==> config.mk <==
export PLATFORM = sky130hd
export DESIGN_NAME = posit_decode
export DESIGN_NICKNAME = d
export VERILOG_FILES = /design/src/rtl/posit_decode.sv
export SDC_FILE = /design/constraint.sdc
export NUM_CORES = 1
export LEC_CHECK = 0
export ABC_AREA = 1
export BUFFER_PORTS_ARGS = -buffer_cell sky130_fd_sc_hd__buf_2
export CAP_MARGIN = 15
export CORE_AREA = 2 2 128 130
export CTS_BUF_LIST = sky130_fd_sc_hd__clkbuf_8
export DETAILED_ROUTE_END_ITERATION = 8
export DIE_AREA = 0 0 130 132
export GPL_ROUTABILITY_DRIVEN = 1
export PLACE_DENSITY = 0.86
export SYNTH_ARGS = -nofsm -noshare
export SYNTH_HDL_FRONTEND = slang
export SYNTH_SLANG_ARGS = --single-unit
==> constraint.sdc <==
create_clock -name clk_i -period 27.2 [get_ports clk_i]
set_input_delay 1.36 -clock clk_i [delete_from_list [all_inputs] [get_ports clk_i]]
set_output_delay 1.36 -clock clk_i [all_outputs]
set_load 0.05 [all_outputs]
==> src/rtl/posit_decode.sv <==
// posit_decode: two-stage pipelined posit unpacker.
//
// Stage 1 captures the sign, the zero/NaR flags and the two's-complement magnitude. Stage 2
// decodes the regime run, exponent and fraction of that magnitude into registered outputs.
//
// Ports:
//   clk_i, rst_ni      clock (rising edge), asynchronous active-low reset
//   flush_i            synchronous clear of both pipeline stages
//   valid_i / ready_o  input handshake, posit_i is the packed posit
//   valid_o / ready_i  output handshake
//   sign_o             posit sign bit
//   is_zero_o          input was zero
//   is_nar_o           input was NaR
//   scale_o            signed scale k*2^ES + e
//   frac_o             fraction bits after the hidden 1, MSB-aligned, zero-padded
module posit_decode #(
  parameter int unsigned N  = 32,
  parameter int unsigned ES = 2,
  parameter int unsigned SW = $clog2(N) + ES + 2,
  parameter int unsigned FW = N - ES - 3
) (
  input  logic          clk_i,
  input  logic          rst_ni,
  input  logic          flush_i,
  input  logic          valid_i,
  output logic          ready_o,
  input  logic [N-1:0]  posit_i,
  output logic          valid_o,
  input  logic          ready_i,
  output logic          sign_o,
  output logic          is_zero_o,
  output logic          is_nar_o,
  output logic [SW-1:0] scale_o,
  output logic [FW-1:0] frac_o
);

  localparam int unsigned BW = N - 1;            // magnitude bits below the sign position
  localparam int unsigned MW = $clog2(N) + 1;    // holds a run length plus one

  // Handshake
  logic s1_valid_q, s2_valid_q;
  logic s1_advance, accept;

  assign s1_advance = !s2_valid_q || ready_i;
  assign ready_o    = !s1_valid_q || s1_advance;
  assign accept     = valid_i && ready_o;

  // Stage 1
  logic          s1_sign_q, s1_zero_q, s1_nar_q;
  logic [BW-1:0] s1_body_q;
  logic [N-1:0]  mag_w;

  assign mag_w = posit_i[N-1] ? (~posit_i + 1'b1) : posit_i;

  always_ff @(posedge clk_i or negedge rst_ni) begin
    if (!rst_ni) begin
      s1_valid_q <= 1'b0;
      s1_sign_q  <= 1'b0;
      s1_zero_q  <= 1'b0;
      s1_nar_q   <= 1'b0;
      s1_body_q  <= '0;
    end else if (flush_i) begin
      s1_valid_q <= 1'b0;
    end else if (ready_o) begin
      s1_valid_q <= valid_i;
      if (accept) begin
        s1_sign_q <= posit_i[N-1];
        s1_zero_q <= (posit_i == '0);
        // Negating a negative posit leaves the top bit set only for NaR.
        s1_nar_q  <= mag_w[N-1];
        s1_body_q <= mag_w[BW-1:0];
      end
    end
  end

  // Stage 2 combinational decode
  logic          r0_w;
  logic [MW-1:0] m_w, sh_w;
  logic [SW-1:0] mx_w, k_w, e_w, scale_w;
  logic [BW-1:0] rem_w;
  logic [FW-1:0] frac_w;

  always_comb begin
    logic run;
    r0_w = s1_body_q[BW-1];
    m_w  = '0;
    run  = 1'b1;
    for (int i = int'(BW) - 1; i >= 0; i--) begin
      if (run) begin
        if (s1_body_q[i] == r0_w) m_w = m_w + 1'b1;
        else                      run = 1'b0;
      end
    end
  end

  // Shifting out the run and its terminator leaves exponent then fraction at the top;
  // a run that fills the word shifts everything out, so missing bits read as zero.
  assign sh_w    = m_w + 1'b1;
  assign rem_w   = s1_body_q << sh_w;
  assign mx_w    = {{(SW - MW){1'b0}}, m_w};
  assign k_w     = r0_w ? (mx_w - 1'b1) : (-mx_w);
  assign e_w     = SW'(rem_w >> (BW - ES));
  assign scale_w = (k_w << ES) + e_w;
  assign frac_w  = FW'(rem_w >> (BW - ES - FW));

  // Stage 2 registers
  logic          sign_q, zero_q, nar_q;
  logic [SW-1:0] scale_q;
  logic [FW-1:0] frac_q;

  always_ff @(posedge clk_i or negedge rst_ni) begin
    if (!rst_ni) begin
      s2_valid_q <= 1'b0;
      sign_q     <= 1'b0;
      zero_q     <= 1'b0;
      nar_q      <= 1'b0;
      scale_q    <= '0;
      frac_q     <= '0;
    end else if (flush_i) begin
      s2_valid_q <= 1'b0;
    end else if (s1_advance) begin
      s2_valid_q <= s1_valid_q;
      if (s1_valid_q) begin
        sign_q  <= s1_sign_q;
        zero_q  <= s1_zero_q;
        nar_q   <= s1_nar_q;
        scale_q <= (s1_zero_q || s1_nar_q) ? '0 : scale_w;
        frac_q  <= (s1_zero_q || s1_nar_q) ? '0 : frac_w;
      end
    end
  end

  assign valid_o   = s2_valid_q;
  assign sign_o    = sign_q;
  assign is_zero_o = zero_q;
  assign is_nar_o  = nar_q;
  assign scale_o   = scale_q;
  assign frac_o    = frac_q;

endmodule

# [After elaboration in Yosys (flattened, before gate mapping)]
# Index checks and enable logic that the tools add are counted.
[op_classes] n_bitwise=2 add_sub_neg=34 shift=1 n_reduce_logical=11 n_eq_ne=30 mux=124
[ops] operator="6-bit two-way mux" count=58
[ops] operator="6-bit by 1-bit adder with 6-bit output (second input constant)" count=30
[ops] operator="1-bit two-way mux" count=61
[ops] operator="32-bit by 1-bit adder with 32-bit output (second input constant)" count=1
[ops] operator="32-bit logical NOT" count=1
[ops] operator="32-bit two-way mux" count=1
[ops] operator="32-bit NOT" count=1
[ops] operator="31-bit by 6-bit << shifter with 31-bit output" count=1
[ops] operator="1-bit == test" count=30
[ops] operator="27-bit two-way mux" count=1
[ops] operator="9-bit by 2-bit adder with 9-bit output" count=1
[ops] operator="9-bit two-way mux" count=1
[ops] operator="7-bit two-way mux" count=1
[ops] operator="6-bit negation with 7-bit output" count=1
[ops] operator="6-bit by 1-bit subtractor with 7-bit output (second input constant)" count=1
[ops] operator="3-bit AND reduction" count=2
[ops] operator="2-bit nonzero test" count=2
[ops] operator="1-bit logical OR" count=3
[ops] operator="1-bit logical NOT" count=2
[ops] operator="2-bit two-way mux" count=1
[ops] operator="1-bit logical AND" count=1
[ops] operator="1-bit NOT" count=1
[word_totals] in_bits=37 reg_bits=75

# [Logic depth before layout (Yosys ltp)]
[depth] depth_word=93 mapped_depth=110

# [Worst setup path after synthesis]
# Ideal clock, no wire load.
[synth_timing] kind="register to register" start="register s1_body_q[30]" end="register frac_q[26] (netlist: frac_o[26])" slack_ps=11382 arrival_time_ps=15700 stages_incl_launch_ff=110 n_path_buf=4 setup_ps=118 path_cell_list="dfrtp_1 > buf_6 > buf_2 > nand2_1 > nand2_1 > nor2_1 > o21ai_0 > o211ai_1 > ha_1 > nand4_1 > nand2_1 > ha_1 > nand2_1 > nand2_1 > ha_1 > nand2_1 > nand2_1 > ha_1 > [74 not listed] > inv_1 > ha_1 > nand2_1 > nand2_1 > inv_1 > ha_1 > inv_1 > buf_2 > clkbuf_1 > nand3_1 > o21ai_0 > nand3_1 > nand2_1 > nand2_1 > nand2_1 > nand2_1 > nand4_1 > nand2_1"
[synth_via] elab_chain_len=92 word_cells_on_any_way=178 cone_classes="30 x add/sub; 30 x eq/ne; 1 x shift; 117 x mux"
[synth_lines] item="start, declared" line_no="50" rtl="logic [BW-1:0] s1_body_q;"
[synth_lines] item="start signal, assigned" line_no="71" rtl="s1_body_q <= mag_w[BW-1:0];"
[synth_lines] item="1-bit == test" line_no="90" rtl="if (s1_body_q[i] == r0_w) m_w = m_w + 1'b1;"
[synth_lines] item="2-bit two-way mux" line_no="90"
[synth_lines] item="6-bit by 1-bit adder with 6-bit output" line_no="90"
[synth_lines] item="6-bit two-way mux" line_no="90"
[synth_lines] item="6-bit two-way mux" line_no="89" rtl="if (run) begin"
[synth_lines] item="6-bit by 1-bit adder with 6-bit output" line_no="90"
[synth_lines] item="6-bit two-way mux" line_no="90"
[synth_lines] item="6-bit two-way mux" line_no="89"
[synth_lines] item="[76 not listed]"
[synth_lines] item="6-bit two-way mux" line_no="90"
[synth_lines] item="6-bit two-way mux" line_no="89"
[synth_lines] item="6-bit by 1-bit adder with 6-bit output" line_no="90"
[synth_lines] item="6-bit two-way mux" line_no="90"
[synth_lines] item="6-bit two-way mux" line_no="89"
[synth_lines] item="6-bit by 1-bit adder with 6-bit output" line_no="98" rtl="assign sh_w = m_w + 1'b1;"
[synth_lines] item="31-bit by 6-bit << shifter with 31-bit output *" line_no="99" rtl="assign rem_w = s1_body_q << sh_w;"
[synth_lines] item="27-bit two-way mux *" line_no="128" rtl="frac_q <= (s1_zero_q || s1_nar_q) ? '0 : frac_w;"
[synth_lines] item="end signal, assigned" line_no="128"
[synth_lines] item="end, declared" line_no="109" rtl="logic [FW-1:0] frac_q;"
# Every way passes the cells marked *; elsewhere a longest branch is shown, timed or not.
# A chain may end at the register's enable or synchronous reset.

# [Worst setup path in the final report]
[layout_timing] start="register s1_body_q[30]" end="register frac_q[19] (netlist: frac_o[19])"
# The elaborated chain is that of the path after synthesis.

==> run metrics <==
# DRC=0; final core occ=63.1%; initial DRC count=854; worst vdd ir=0.0643 mV; Hold WS=0.480 ns; initial antenna violation count=0; Worst-path clk slew=0.09 ns; average size of a mapped cell=5.91 um^2; Overall Global Routing Usage=27.5%; status=completed; # IOs=78; fillers=1481; first-pass GRT wire length=39700 um; Max Root-Sink Buffers=2; Rel. slew slack=34.8%; Die Y=132 um; wl on met1=10100 um; root buf cell=clkbuf_8; DR vias=9716; CTS tree=done; Pre-antenna DRT Iters=7; setup tns final=0 ns; layout net count=1672; crit path kind=reg -> reg; Mapped Nets=1627; CP Data Arrival Time=18.47 ns; sum of buffers and inverters on the critical path=16; Worst Max-Slew Pin Slew=0.975 ns; vias in the first global route=8934; pre-CTS setup slack=9.23 ns; count of final setup violators=0; count of different cell masters after synthesis=51; ANT nets after route=0; Post-synth EDFFs=0; number of setup buffers added after CTS=0; leak pwr=0.00544 uW; area of the core=15700 um^2; WL per Instance=12.5 um; # resized after CTS=0; Synth Register Bits=75; FMAX=55.1 MHz; synthesized area=9230 um^2; Pwr Density=83.7 nW/um^2; ANT cells=0; critical path's top delay family=adder cells; Remaining Overflow, GRT=0; Most common cell on crit path=nand2_1; gpl congestion=1.01; met2 WL=11000 um; min Tclk post-route=18.16 ns; Clock Sinks=75; synthesized netlist cell count=1561; routed vias/inst=5.32; hpwl dp=18000 um; setup ws final=9.04 ns; row count=46; max cap viols=0; Reg with most FFs=s1_body_q; Starting Density=58.8%; Max Used Layer=met4; final instance area=9920 um^2; H-tree levels=3; count of final max-slew check failures=0; RSZ-0062 raised after global routing=no; Die W=130 um; Post-synth ARST share=100%; prevailing post-synth register cell=dfrtp_1; synth warn=0; largest fanout on the critical path=41; largest net degree at the start of global routing=76; Layout Skew=0.0129 ns; Largest stage delay, worst path=0.64 ns; routed wire length=22800 um; CP endpoint kind=register; met3 WL=1260 um; Area Overhead vs Synth=7.44%; hold buffers post-CTS=0; DIE AREA=17200 um^2; CP Data Required Time=27.51 ns; Clock Latency Late Sink=0.37 ns; crit share post-route=66.8%; Worst Setup Start Kind=register; Seq/Total Area, Yosys=20.3%; Hold Crit Class=reg -> reg; max reg flops=31; Crit-path slowest cell=ha_1; Final Hold Fails=0; Post-DP Area=9670 um^2; PortBufs=77; layout cells sized above 1=14.5%; CTS Buf Count=9
==> synthesized netlist by cell type (21+ instances only) <==
| library cell | n | area share (%) |
|---|---|---|
| dfrtp_1 | 75 | 20 |
| nand2_1 | 550 | 22 |
| inv_1 | 191 | 7.8 |
| nand4_1 | 29 | 2.0 |
| ha_1 | 29 | 3.9 |
| inv_2 | 29 | 1.2 |
| nor2_1 | 93 | 3.8 |
| xor2_1 | 35 | 3.3 |
| nand2_2 | 39 | 2.6 |
| nand3_1 | 151 | 8.2 |
| o21ai_0 | 106 | 5.7 |
| xnor2_1 | 33 | 3.1 |
| nor3_1 | 21 | 1.1 |
==> path summary, 6_finish.rpt <==
check	startpoint	end	slack (ns)	depth (start not counted)
worst max-delay path	s1_body_q[30]$_DFFE_PN0P_	frac_o[19]$_DFFE_PN0P_	9.04	107
worst min-delay path	frac_o[18]$_DFFE_PN0P_	frac_o[18]$_DFFE_PN0P_	0.48	2
worst max register to register	s1_body_q[30]$_DFFE_PN0P_	frac_o[19]$_DFFE_PN0P_	9.04	107
worst min register to register	frac_o[18]$_DFFE_PN0P_	frac_o[18]$_DFFE_PN0P_	0.48	2
max in group asynchronous	rst_ni	s1_body_q[30]$_DFFE_PN0P_	25.42	1
min in group asynchronous	rst_ni	scale_o[5]$_DFFE_PN0P_	1.13	1
==> report_power, final <==
part | total [uW] | internal (uW) | switching [uW] | leakage (uW)
logic | 553 | 160 | 392 | 0.00437
clock network | 109 | 61.6 | 47.0 | 0.000124
registers | 169 | 144 | 24.9 | 0.000946
total | 830 | 365 | 464 | 0.00544
==> layout make-up <==
| type | count | area, um^2 | share of cell area [%] |
|---|---|---|---|
| Multi-Input combinational cell | 1214 | 6260 | 63.1 |
| Sequential cell | 75 | 1880 | 18.9 |
| Inverter | 226 | 853 | 8.60 |
| Timing Repair Buffer | 80 | 410 | 4.14 |
| Tap cell | 216 | 270 | 2.72 |
| Clock buffer | 9 | 124 | 1.25 |
| Clock inverter | 7 | 121 | 1.22 |
==> per-layer routing <==
metal  vias up  track usage [%]
met5         -                0
li1       5002                -
met2       296             46.0
met3        42             3.69
met1      4376             37.0
met4         0             8.12
==> cell families after synthesis <==
logic type      Yosys count  synth area share, %
compound gates          150                 8.51
flops                    75                 20.3
xor+xnor                 74                 7.75
buf+inv                 272                 11.9
mux                       2                0.217
fa+ha+maj                29                 3.93
simple gates            959                 47.3
==> per-stage QoR <==
step	std cells	power, uW
2_1_floorplan	1561	604
3_3_place_gp	1811	703
3_5_place_dp	1811	714
4_1_cts	1827	823
5_1_grt	1827	909
6_report	1827	830
==> layout by cell type (no fill, tap or decap), types with 33 or more instances in the layout <==
| cell type | synthesis | final |
|---|---|---|
| xor2_1 | 35 | 35 |
| dfrtp_1 | 75 | 74 |
| o21ai_0 | 106 | 106 |
| nand2_2 | 39 | 40 |
| nor2_1 | 93 | 93 |
| nand2_1 | 550 | 549 |
| nand3_1 | 151 | 151 |
| inv_1 | 191 | 191 |
| xnor2_1 | 33 | 33 |
| buf_2 | 17 | 76 |
==> tightest hold or removal path, stage by stage, from the launching register on <==
cell and delay, ns:
dfrtp_1 0.34, nand2_1 0.05, nand2_1 0.05
Note: power is estimated with default switching activity, not from simulation.
